--- config.mk ---
export PLATFORM = sky130hd
export DESIGN_NAME = run_dump_controller
export DESIGN_NICKNAME = d
export VERILOG_FILES = /design/src/rtl/run_dump_pkg.sv /design/src/rtl/dump_engine.sv /design/src/rtl/run_dump_controller.sv
export SDC_FILE = /design/constraint.sdc
export NUM_CORES = 1
export LEC_CHECK = 0
export ABC_AREA = 1
export BUFFER_PORTS_ARGS = -buffer_cell sky130_fd_sc_hd__buf_2
export CORE_UTILIZATION = 51
export CTS_CLUSTER_DIAMETER = 40
export DETAILED_ROUTE_END_ITERATION = 6
export PLACE_DENSITY = 0.83
export SYNTH_ARGS = -nofsm -noshare
export SYNTH_HDL_FRONTEND = slang
export SYNTH_HIERARCHICAL = 1
export SYNTH_SLANG_ARGS = --single-unit
--- constraint.sdc ---
create_clock -name Clk -period 2.7 [get_ports Clk]
set_input_delay 0.135 -clock Clk [delete_from_list [all_inputs] [get_ports Clk]]
set_output_delay 0.135 -clock Clk [all_outputs]
set_load 0.05 [all_outputs]
--- src/rtl/run_dump_pkg.sv ---
// rtl/run_dump_pkg.sv - shared types, defaults and helpers for the run/dump controller
//
// Purpose: state encodings for the run controller and the dump engine, default
// parameter values, and the line-end helper used when a dump beat is captured.
// Ports: none (package).

package run_dump_pkg;

  localparam int DEF_ADDR_W         = 32;
  localparam int DEF_DATA_W         = 32;
  localparam int DEF_LEN_W          = 16;
  localparam int DEF_CNT_W          = 32;
  localparam int DEF_RESET_CYCLES   = 3;
  localparam int DEF_MAX_CYCLES     = 100000;
  localparam int DEF_WORDS_PER_LINE = 16;

  // Run controller: the DUMP state covers RD_REQ/RD_CAP/OUT, which the dump
  // engine sequences on its own.
  typedef enum logic [2:0] {
    CTRL_IDLE,
    CTRL_RST_HOLD,
    CTRL_RUN,
    CTRL_DUMP,
    CTRL_DONE
  } ctrl_state_e;

  typedef enum logic [1:0] {
    DUMP_IDLE,
    DUMP_RD_REQ,
    DUMP_RD_CAP,
    DUMP_OUT
  } dump_state_e;

  // A position counter that wraps every wpl beats marks a line end when it
  // sits on its last slot; this avoids a modulo by an arbitrary constant.
  function automatic logic line_end(input logic [31:0] pos, input int unsigned wpl);
    return pos == (wpl - 32'd1);
  endfunction

endpackage

--- src/rtl/dump_engine.sv ---
// rtl/dump_engine.sv - memory window walker streaming words over valid/ready
//
// Purpose: on start, reads len words from base upward (address wraps) through a
// one-cycle-latency debug read port and presents each word as one beat.
// Ports:
//   clk, rst_n         clock, asynchronous active-low reset
//   start              one-cycle pulse, begins a dump (ignored unless idle)
//   base, len          window start address and word count (held by caller)
//   mem_rd, mem_addr   debug read strobe and address
//   mem_rdata          read data, valid the cycle after mem_rd
//   out_valid/ready    beat handshake
//   out_data/eol/last  beat word, end-of-line flag, end-of-dump flag
//   done               one-cycle pulse on the handshake of the last beat

module dump_engine
  import run_dump_pkg::*;
#(
  parameter int ADDR_W         = DEF_ADDR_W,
  parameter int DATA_W         = DEF_DATA_W,
  parameter int LEN_W          = DEF_LEN_W,
  parameter int WORDS_PER_LINE = DEF_WORDS_PER_LINE
) (
  input  logic              clk,
  input  logic              rst_n,
  input  logic              start,
  input  logic [ADDR_W-1:0] base,
  input  logic [LEN_W-1:0]  len,
  output logic              mem_rd,
  output logic [ADDR_W-1:0] mem_addr,
  input  logic [DATA_W-1:0] mem_rdata,
  output logic              out_valid,
  input  logic              out_ready,
  output logic [DATA_W-1:0] out_data,
  output logic              out_eol,
  output logic              out_last,
  output logic              done
);

  localparam logic [LEN_W-1:0] LEN_ONE = {{(LEN_W-1){1'b0}}, 1'b1};

  dump_state_e       st_q, st_d;
  logic [LEN_W-1:0]  idx_q, idx_d;
  logic [LEN_W-1:0]  line_q, line_d;
  logic [DATA_W-1:0] data_q, data_d;
  logic              eol_q, eol_d;
  logic              last_q, last_d;

  always_ff @(posedge clk or negedge rst_n) begin
    if (!rst_n) begin
      st_q   <= DUMP_IDLE;
      idx_q  <= '0;
      line_q <= '0;
      data_q <= '0;
      eol_q  <= 1'b0;
      last_q <= 1'b0;
    end else begin
      st_q   <= st_d;
      idx_q  <= idx_d;
      line_q <= line_d;
      data_q <= data_d;
      eol_q  <= eol_d;
      last_q <= last_d;
    end
  end

  always_comb begin
    st_d   = st_q;
    idx_d  = idx_q;
    line_d = line_q;
    data_d = data_q;
    eol_d  = eol_q;
    last_d = last_q;
    done   = 1'b0;
    unique case (st_q)
      DUMP_IDLE: begin
        if (start) begin
          idx_d  = '0;
          line_d = '0;
          st_d   = DUMP_RD_REQ;
        end
      end
      DUMP_RD_REQ: st_d = DUMP_RD_CAP;
      DUMP_RD_CAP: begin
        // Beat word and flags are frozen here so they cannot change while the
        // sink stalls.
        data_d = mem_rdata;
        eol_d  = line_end(32'(line_q), WORDS_PER_LINE);
        last_d = ((idx_q + LEN_ONE) == len);
        st_d   = DUMP_OUT;
      end
      DUMP_OUT: begin
        if (out_ready) begin
          idx_d  = idx_q + LEN_ONE;
          line_d = eol_q ? '0 : (line_q + LEN_ONE);
          if (last_q) begin
            st_d = DUMP_IDLE;
            done = 1'b1;
          end else begin
            st_d = DUMP_RD_REQ;
          end
        end
      end
      default: st_d = DUMP_IDLE;
    endcase
  end

  assign mem_rd    = (st_q == DUMP_RD_REQ);
  assign mem_addr  = mem_rd ? (base + ADDR_W'(idx_q)) : '0;
  assign out_valid = (st_q == DUMP_OUT);
  assign out_data  = data_q;
  assign out_eol   = eol_q;
  assign out_last  = last_q;

endmodule

--- src/rtl/run_dump_controller.sv ---
// rtl/run_dump_controller.sv - core run control with PC/timeout completion and memory dump
//
// Purpose: holds the core in reset for RESET_CYCLES after Start, runs it until
// the fetch PC hits End_PC or MAX_CYCLES elapse, then dumps Dump_Len words from
// Dump_Base through dump_engine while the core is held in reset again.
// Ports:
//   Clk, Reset                   clock, asynchronous active-low reset
//   Start                        one-cycle pulse, honoured in idle/done only
//   End_PC, Dump_Base, Dump_Len  run parameters, latched at Start
//   PC                           core fetch PC
//   Core_Reset                   active-high reset to the core
//   Mem_Rd, Mem_Addr, Mem_Rdata  debug read port (1-cycle latency)
//   Out_Valid/Ready/Data/Eol/Last dump stream
//   Busy, Done, Timeout          status
//   Cycle_Count                  RUN cycles elapsed, saturating

module run_dump_controller
  import run_dump_pkg::*;
#(
  parameter int ADDR_W         = DEF_ADDR_W,
  parameter int DATA_W         = DEF_DATA_W,
  parameter int LEN_W          = DEF_LEN_W,
  parameter int CNT_W          = DEF_CNT_W,
  parameter int RESET_CYCLES   = DEF_RESET_CYCLES,
  parameter int MAX_CYCLES     = DEF_MAX_CYCLES,
  parameter int WORDS_PER_LINE = DEF_WORDS_PER_LINE
) (
  input  logic              Clk,
  input  logic              Reset,
  input  logic              Start,
  input  logic [ADDR_W-1:0] End_PC,
  input  logic [ADDR_W-1:0] Dump_Base,
  input  logic [LEN_W-1:0]  Dump_Len,
  input  logic [ADDR_W-1:0] PC,
  output logic              Core_Reset,
  output logic              Mem_Rd,
  output logic [ADDR_W-1:0] Mem_Addr,
  input  logic [DATA_W-1:0] Mem_Rdata,
  output logic              Out_Valid,
  input  logic              Out_Ready,
  output logic [DATA_W-1:0] Out_Data,
  output logic              Out_Eol,
  output logic              Out_Last,
  output logic              Busy,
  output logic              Done,
  output logic              Timeout,
  output logic [CNT_W-1:0]  Cycle_Count
);

  localparam logic [CNT_W-1:0] CNT_ONE = {{(CNT_W-1){1'b0}}, 1'b1};

  ctrl_state_e       state_q, state_d;
  logic [ADDR_W-1:0] end_pc_q, end_pc_d;
  logic [ADDR_W-1:0] base_q, base_d;
  logic [LEN_W-1:0]  len_q, len_d;
  logic [31:0]       hold_q, hold_d;
  logic [CNT_W-1:0]  cnt_q, cnt_d;
  logic              timeout_q, timeout_d;
  logic [CNT_W-1:0]  cnt_inc;
  logic              pc_hit;
  logic              limit_hit;
  logic              dump_start;
  logic              dump_done;

  always_ff @(posedge Clk or negedge Reset) begin
    if (!Reset) begin
      state_q   <= CTRL_IDLE;
      end_pc_q  <= '0;
      base_q    <= '0;
      len_q     <= '0;
      hold_q    <= '0;
      cnt_q     <= '0;
      timeout_q <= 1'b0;
    end else begin
      state_q   <= state_d;
      end_pc_q  <= end_pc_d;
      base_q    <= base_d;
      len_q     <= len_d;
      hold_q    <= hold_d;
      cnt_q     <= cnt_d;
      timeout_q <= timeout_d;
    end
  end

  always_comb begin
    state_d    = state_q;
    end_pc_d   = end_pc_q;
    base_d     = base_q;
    len_d      = len_q;
    hold_d     = hold_q;
    cnt_d      = cnt_q;
    timeout_d  = timeout_q;
    dump_start = 1'b0;
    cnt_inc    = (cnt_q == '1) ? cnt_q : (cnt_q + CNT_ONE);
    pc_hit     = 1'b0;
    limit_hit  = 1'b0;
    unique case (state_q)
      CTRL_IDLE, CTRL_DONE: begin
        if (Start) begin
          end_pc_d  = End_PC;
          base_d    = Dump_Base;
          len_d     = Dump_Len;
          hold_d    = '0;
          cnt_d     = '0;
          timeout_d = 1'b0;
          state_d   = CTRL_RST_HOLD;
        end
      end
      CTRL_RST_HOLD: begin
        if (hold_q == 32'(RESET_CYCLES - 1)) state_d = CTRL_RUN;
        else                                 hold_d  = hold_q + 32'd1;
      end
      CTRL_RUN: begin
        // The count already includes the current cycle when the exit is
        // decided, so a hit on the Nth RUN cycle leaves Cycle_Count at N.
        cnt_d     = cnt_inc;
        pc_hit    = (PC == end_pc_q);
        limit_hit = (cnt_inc >= CNT_W'(MAX_CYCLES));
        if (pc_hit || limit_hit) begin
          timeout_d = !pc_hit;
          if (len_q == '0) begin
            state_d = CTRL_DONE;
          end else begin
            state_d    = CTRL_DUMP;
            dump_start = 1'b1;
          end
        end
      end
      CTRL_DUMP: begin
        if (dump_done) state_d = CTRL_DONE;
      end
      default: state_d = CTRL_IDLE;
    endcase
  end

  dump_engine #(
    .ADDR_W        (ADDR_W),
    .DATA_W        (DATA_W),
    .LEN_W         (LEN_W),
    .WORDS_PER_LINE(WORDS_PER_LINE)
  ) u_dump_engine (
    .clk      (Clk),
    .rst_n    (Reset),
    .start    (dump_start),
    .base     (base_q),
    .len      (len_q),
    .mem_rd   (Mem_Rd),
    .mem_addr (Mem_Addr),
    .mem_rdata(Mem_Rdata),
    .out_valid(Out_Valid),
    .out_ready(Out_Ready),
    .out_data (Out_Data),
    .out_eol  (Out_Eol),
    .out_last (Out_Last),
    .done     (dump_done)
  );

  assign Core_Reset  = (state_q != CTRL_RUN);
  assign Busy        = (state_q != CTRL_IDLE) && (state_q != CTRL_DONE);
  assign Done        = (state_q == CTRL_DONE);
  assign Timeout     = timeout_q;
  assign Cycle_Count = cnt_q;

endmodule

Word-level counts from Yosys, hierarchy flattened
Cells that the tools add are included.

Flip-flop bits (word level): 216. Input port bits: 148. Output and inout bits: 104.

Add/subtract/negate cells: 5. Order comparisons: 1. Eq/ne operators: 21. Mux-type cells: 31. Reduce and logical (&&, ||, !) cells: 18.

Operators by type and width (count): $mux 32 (4); $pmux 32 s2 (2); $add 32x1->32 const B (2); $mux 16 (4); $pmux 16 s2 (2); $add 16x1->16 const B (2); $add 32x16->32 (1); $eq 32x2->1 const B (1); $eq 32x32->1 (1); $eq 32x32->1 const B (1); $ge 32x17->1 const B (1); $eq 16x16->1 (1); $eq 16x4->1 const B (1); $logic_not 16->1 (1); $mux 3 (5); $ne 2x2->1 const B (6); $pmux 3 s4 (1); $mux 1 (9); $reduce_and 3->1 (3); $pmux 2 s4 (1); $eq 3x2->1 const B (2); $reduce_and 2->1 (3); $reduce_bool 2->1 (3); $eq 2x2->1 const B (2); 16 further kinds (17).

Logic depth before layout (Yosys ltp)
Depth after elaboration: 8. Depth in mapped cells: 28.

By module
Netlist, hierarchy kept.

By module, submodules not included: run_dump_controller (times used 1, cells each 1081, area each 8089.0 µm², seq. area each 3703.6 µm²); dump_engine (times used 1, cells each 806, area each 5231.3 µm², seq. area each 1701.6 µm²).

Worst setup path after synthesis
OpenSTA, ideal clock, no wires.

Path kind: reg-to-reg. From: reg cnt_q[0], in the netlist Cycle_Count[0]. To: reg u_dump_engine.line_q[15]. Library setup time: 0.063 ns. Arrival time: 3.113 ns. Slack: -0.476 ns. Stages on the path, launching flop included: 29. Clock period less this slack: 3.176 ns. Path through: dfrtp_1 -> ha_1 -> inv_1 -> nor2_4 -> nand2_4 -> nor2_8 -> nand2_4 -> buf_6 -> nand2_1 -> nand2_1 -> nand2_1 -> nand2_1 -> nand2_1 -> nand2_2 -> nand3_1 -> nand2_1 -> inv_1 -> inv_1 -> nand2_1 -> nand2_4 -> inv_4 -> o21ai_4 -> nor2_4 -> nand3_2 -> nor2_1 -> nand2_1 -> nand2_1 -> nand2_1 -> inv_1.

Cells in the longest elaborated chain, start to end: 8. Elaborated cells on any way between the ends: 9.

RTL lines: from (decl) (RTL line run_dump_controller.sv:57) `logic [CNT_W-1:0] cnt_q, cnt_d;`; from (signal assigned) (RTL line run_dump_controller.sv:80) `cnt_q <= cnt_d;`; $add 32x1->32 or $eq 32x32->1 (tied branches) (RTL line run_dump_controller.sv:94) `cnt_inc = (cnt_q == '1) ? cnt_q : (cnt_q + CNT_ONE);`; $mux 32 * (RTL line run_dump_controller.sv:94); $ge 32x17->1 * (RTL line run_dump_controller.sv:118) `limit_hit = (cnt_inc >= CNT_W'(MAX_CYCLES));`; $logic_or 1x1->1 * (RTL line run_dump_controller.sv:119) `if (pc_hit || limit_hit) begin`; $mux 1 * (RTL line run_dump_controller.sv:119); $mux 1 * (RTL line run_dump_controller.sv:97) `unique case (state_q)`; named net dump_start (RTL line run_dump_controller.sv:62) `logic dump_start;`; $ne 2x2->1 (no line) *; $reduce_and 3->1 (no line) *; to (signal assigned) (RTL line dump_engine.sv:59) `line_q <= line_d;`; to (decl) (RTL line dump_engine.sv:43) `logic [LEN_W-1:0] line_q, line_d;`.

The timed path passes the listed nets; every way through them passes the cells marked *. A chain may end at the register's enable or synchronous reset.

Worst setup path in the final report
From: reg cnt_q[0], in the netlist Cycle_Count[0]. To: reg u_dump_engine.idx_q[5].

Cells in the longest elaborated chain, start to end: 8. Elaborated cells on any way between the ends: 9.

RTL lines: $add 32x1->32 or $eq 32x32->1 (tied branches) (RTL line run_dump_controller.sv:94); $mux 32 * (RTL line run_dump_controller.sv:94); $ge 32x17->1 * (RTL line run_dump_controller.sv:118); $logic_or 1x1->1 * (RTL line run_dump_controller.sv:119); $mux 1 * (RTL line run_dump_controller.sv:119); $mux 1 * (RTL line run_dump_controller.sv:97); named net dump_start (RTL line run_dump_controller.sv:62); $ne 2x2->1 (no line) *; $reduce_and 3->1 (no line) *; to (signal assigned) (RTL line dump_engine.sv:58) `idx_q <= idx_d;`; to (decl) (RTL line dump_engine.sv:42) `logic [LEN_W-1:0] idx_q, idx_d;`.

Marks and branches as above.

==> results.toml <==
[run_status]
status = "finished, violations left"
violations = "DRC, setup timing"

[global_route]
overflow = 0
grt_start_max_net_pins = 78
grt.total_usage = 0.348
antenna_found_initial = 2
grt_pass1_vias = 15000
grt_pass1_wl_mm = 73.6

[drt]
met2WireLength_mm = 22.8
wl_met1_mm = 18.4
top_layer = "met4"
detail-route-antenna-nets = 0
wirelength_mm = 48.7
drt_iter0_drc = 1996
dr_wl_met3_mm = 4.40
num_vias = 15500
dr.pass1.iters = 7
routedWlPerCell_um = 17.8
via_per_inst = 5.66
drc = 2

[yosys]
synth_nets = 2062
synth_ff_type = "dfrtp_1"
synth.most_common_cell = "nand2_1"
synth_area_leader_cell = "dfrtp_1"
synth_seq_cells = 216
synth_edf_count = 0
yosysWarnings = 6
synthCells = 1887
synth-async-reset-ratio = 1.00
syn_area_sq_um = 13300
ys_types = 55
synthTopCellsByArea = "dfrtp_1, nand2_1, inv_1"
ys_top_cells_by_count = "nand2_1, dfrtp_1, inv_1"
syn_area_per_cell_sq_um = 7.06
seq_area_frac_synth = 0.406
yosysTopAreaCellShare = 0.406

[critical_path]
critical_path_arrival_ps = 3290
endpoint_kind = "register"
critPathLaunchType = "register"
crit_fanout = 10
path_class = "register to register"
setup.worst_path.start = "Cycle_Count[0]"
rr_startpoint = "Cycle_Count[0]"
critPathRequiredTime_ps = 3130

[sta]
final-hold-violation-count = 0
fin_crit_sh = 1.06
worst_pin_slew_ps = 885
clock_skew_ps = 17.1
relSlewSlack = 0.410
finalMaxSlewViolations = 0
setup_viol = 37
period_needed_ps = 2860
fmax_ghz = 0.349
rsz0062_at_grt = "yes"
setup_ws_ps = -163

[clocking]
path_clk_slew_ps = 60
cts_buffer_depth = 3
cts_root_buf = "clkbuf_16"
cts_buffers = 37
cts_sinks = 216
cts_max_level = 2
cts_tree = "built"
clock_latency_ps = 530

[placed_design]
port_buffers = 251
dp_cells = 2520
hpwl_mm = 29.3
pre_cts_ws_ps = -243
routabilityCongestion = 0.953

[finish]
drive_gt1_frac = 0.285
layout.cells.non_filler = 2738
area_growth_syn_to_layout_pct = 43.2
fin_nets = 2553
finish.utilization = 0.751

[run]
cap_violations = 0

[pwr]
p_leak_nw = 9.32
p_per_area_nw_per_um2 = 929
power_mw = 17.7
power.ir.vdd_worst_uv = 944

[die]
die_h_um = 164
start_util = 0.524
rows = 58
ioPinCount = 252
core-area_sq_um = 25400
die_area_sq_um = 26800
die_x_um = 164

[min_path]
holdCritPathClass = "primary input to register"
hp-start = "Start"
## per-layer routing
| layer | global-route usage | vias up |
|---|---|---|
| li1 | - | 7036 |
| met1 | 0.424 | 7179 |
| met2 | 0.570 | 1010 |
| met3 | 0.0714 | 285 |
| met4 | 0.200 | 0 |
| met5 | 0 | - |
## where the power goes
part           internal [mW]  switching (mW)  leakage (nW)
clock                   2.86            1.81         0.592
combinational           2.51            5.44          5.97
sequential              4.19           0.917          2.76
## placed cells by master, fill, tap and decap left out, types with 7 or more instances in the layout
master           n
a21oi_2         12
ha_4            16
o21ai_2          9
nor2_1         146
nand2_1        685
buf_6           19
xor2_1          42
clkbuf_16       37
inv_1          169
dfrtp_1        174
ha_1             9
dfrtp_2         41
nand2_2         30
nand4_1         20
inv_2           14
dlygate4sd3_1  113
o21ai_1         14
o21ai_0         58
nor2_2          32
buf_4          130
buf_2          231
nor3_1          34
xnor2_1         28
o22ai_1         42
nor2_4          19
nand3_2         14
a21oi_1         41
nand3_1         90
nand3b_1         7
nor4_1          23
nand2_4         17
## cells by family after synthesis
| kind of cell | count (synthesis) | share of synthesized area |
|---|---|---|
| buf+inv | 235 | 0.0712 |
| flops | 216 | 0.406 |
| fa+ha+maj | 27 | 0.0259 |
| mux | 3 | 0.00225 |
| compound gates | 194 | 0.0808 |
| simple gates | 1141 | 0.367 |
| xor+xnor | 71 | 0.0472 |
## registers in the layout (all words and copies together) (netlist names)
register	flops
u_dump_engine/out_last	1
u_dump_engine/out_data	32
len_q	16
base_q	32
state_q	3
Cycle_Count	32
u_dump_engine/idx_q	16
hold_q	32
u_dump_engine/line_q	16
Timeout	1
u_dump_engine/st_q	2
end_pc_q	32
u_dump_engine/out_eol	1
## cell type report
cell class / instances / area [sq um]
Sequential cell: 216 / 5460
Clock buffer: 44 / 982
Timing Repair Buffer: 498 / 3580
Clock inverter: 23 / 248
Antenna cell: 2 / 5.00
Tap cell: 330 / 413
Inverter: 188 / 717
Fill cell: 1761 / 6320
Multi-Input combinational cell: 1437 / 7670
## worst max-delay path: stages, from the launching register on
cell and delay [ps]:
dfrtp_4 480, ha_4 190, inv_4 60, nor2_4 40, nand2_4 90, nor2_8 60, nand2_8 120, clkinvlp_4 230
a21oi_4 210, nand3_2 120, nor2_4 140, nand3_2 90, nand2_1 60, inv_1 50, inv_2 50, nand2_2 50
nand2_4 90, inv_4 40, o21ai_4 110, inv_4 130, buf_6 180, o21ai_0 180
## stage by stage
step                area (sq um)  hold slack [ps]  setup TNS (ps)
floorplan                  13400             -161            -105
global placement           15600              165           -2750
detailed placement         15600              170           -4160
CTS                        18500             69.8            -801
global route               19100              112           -7840
finish                     19100             88.2           -3060
## worst paths after layout
path	end	slack (ps)	cells after the start
max in group asynchronous	hold_q[18]	1560	3
worst min register to register	u_dump_engine/out_data[5]	470	2
min in group asynchronous	len_q[4]	180	2
worst max register to register	u_dump_engine/idx_q[5]	-160	21
worst max-delay path	u_dump_engine/idx_q[5]	-160	21
worst min-delay path	hold_q[5]	90	4
## what timing repair did
item | 4_1_cts | 5_1_grt
hold buffers | 113 | 0
setup buffers | 16 | 18
hold endpoints to repair | 184 | 0
setup endpoints to repair | 52 | 57
resized for setup | 93 | 123
gates cloned | 2 | 0
pin swaps | 16 | 28
Power figures use the tool's default switching activity.
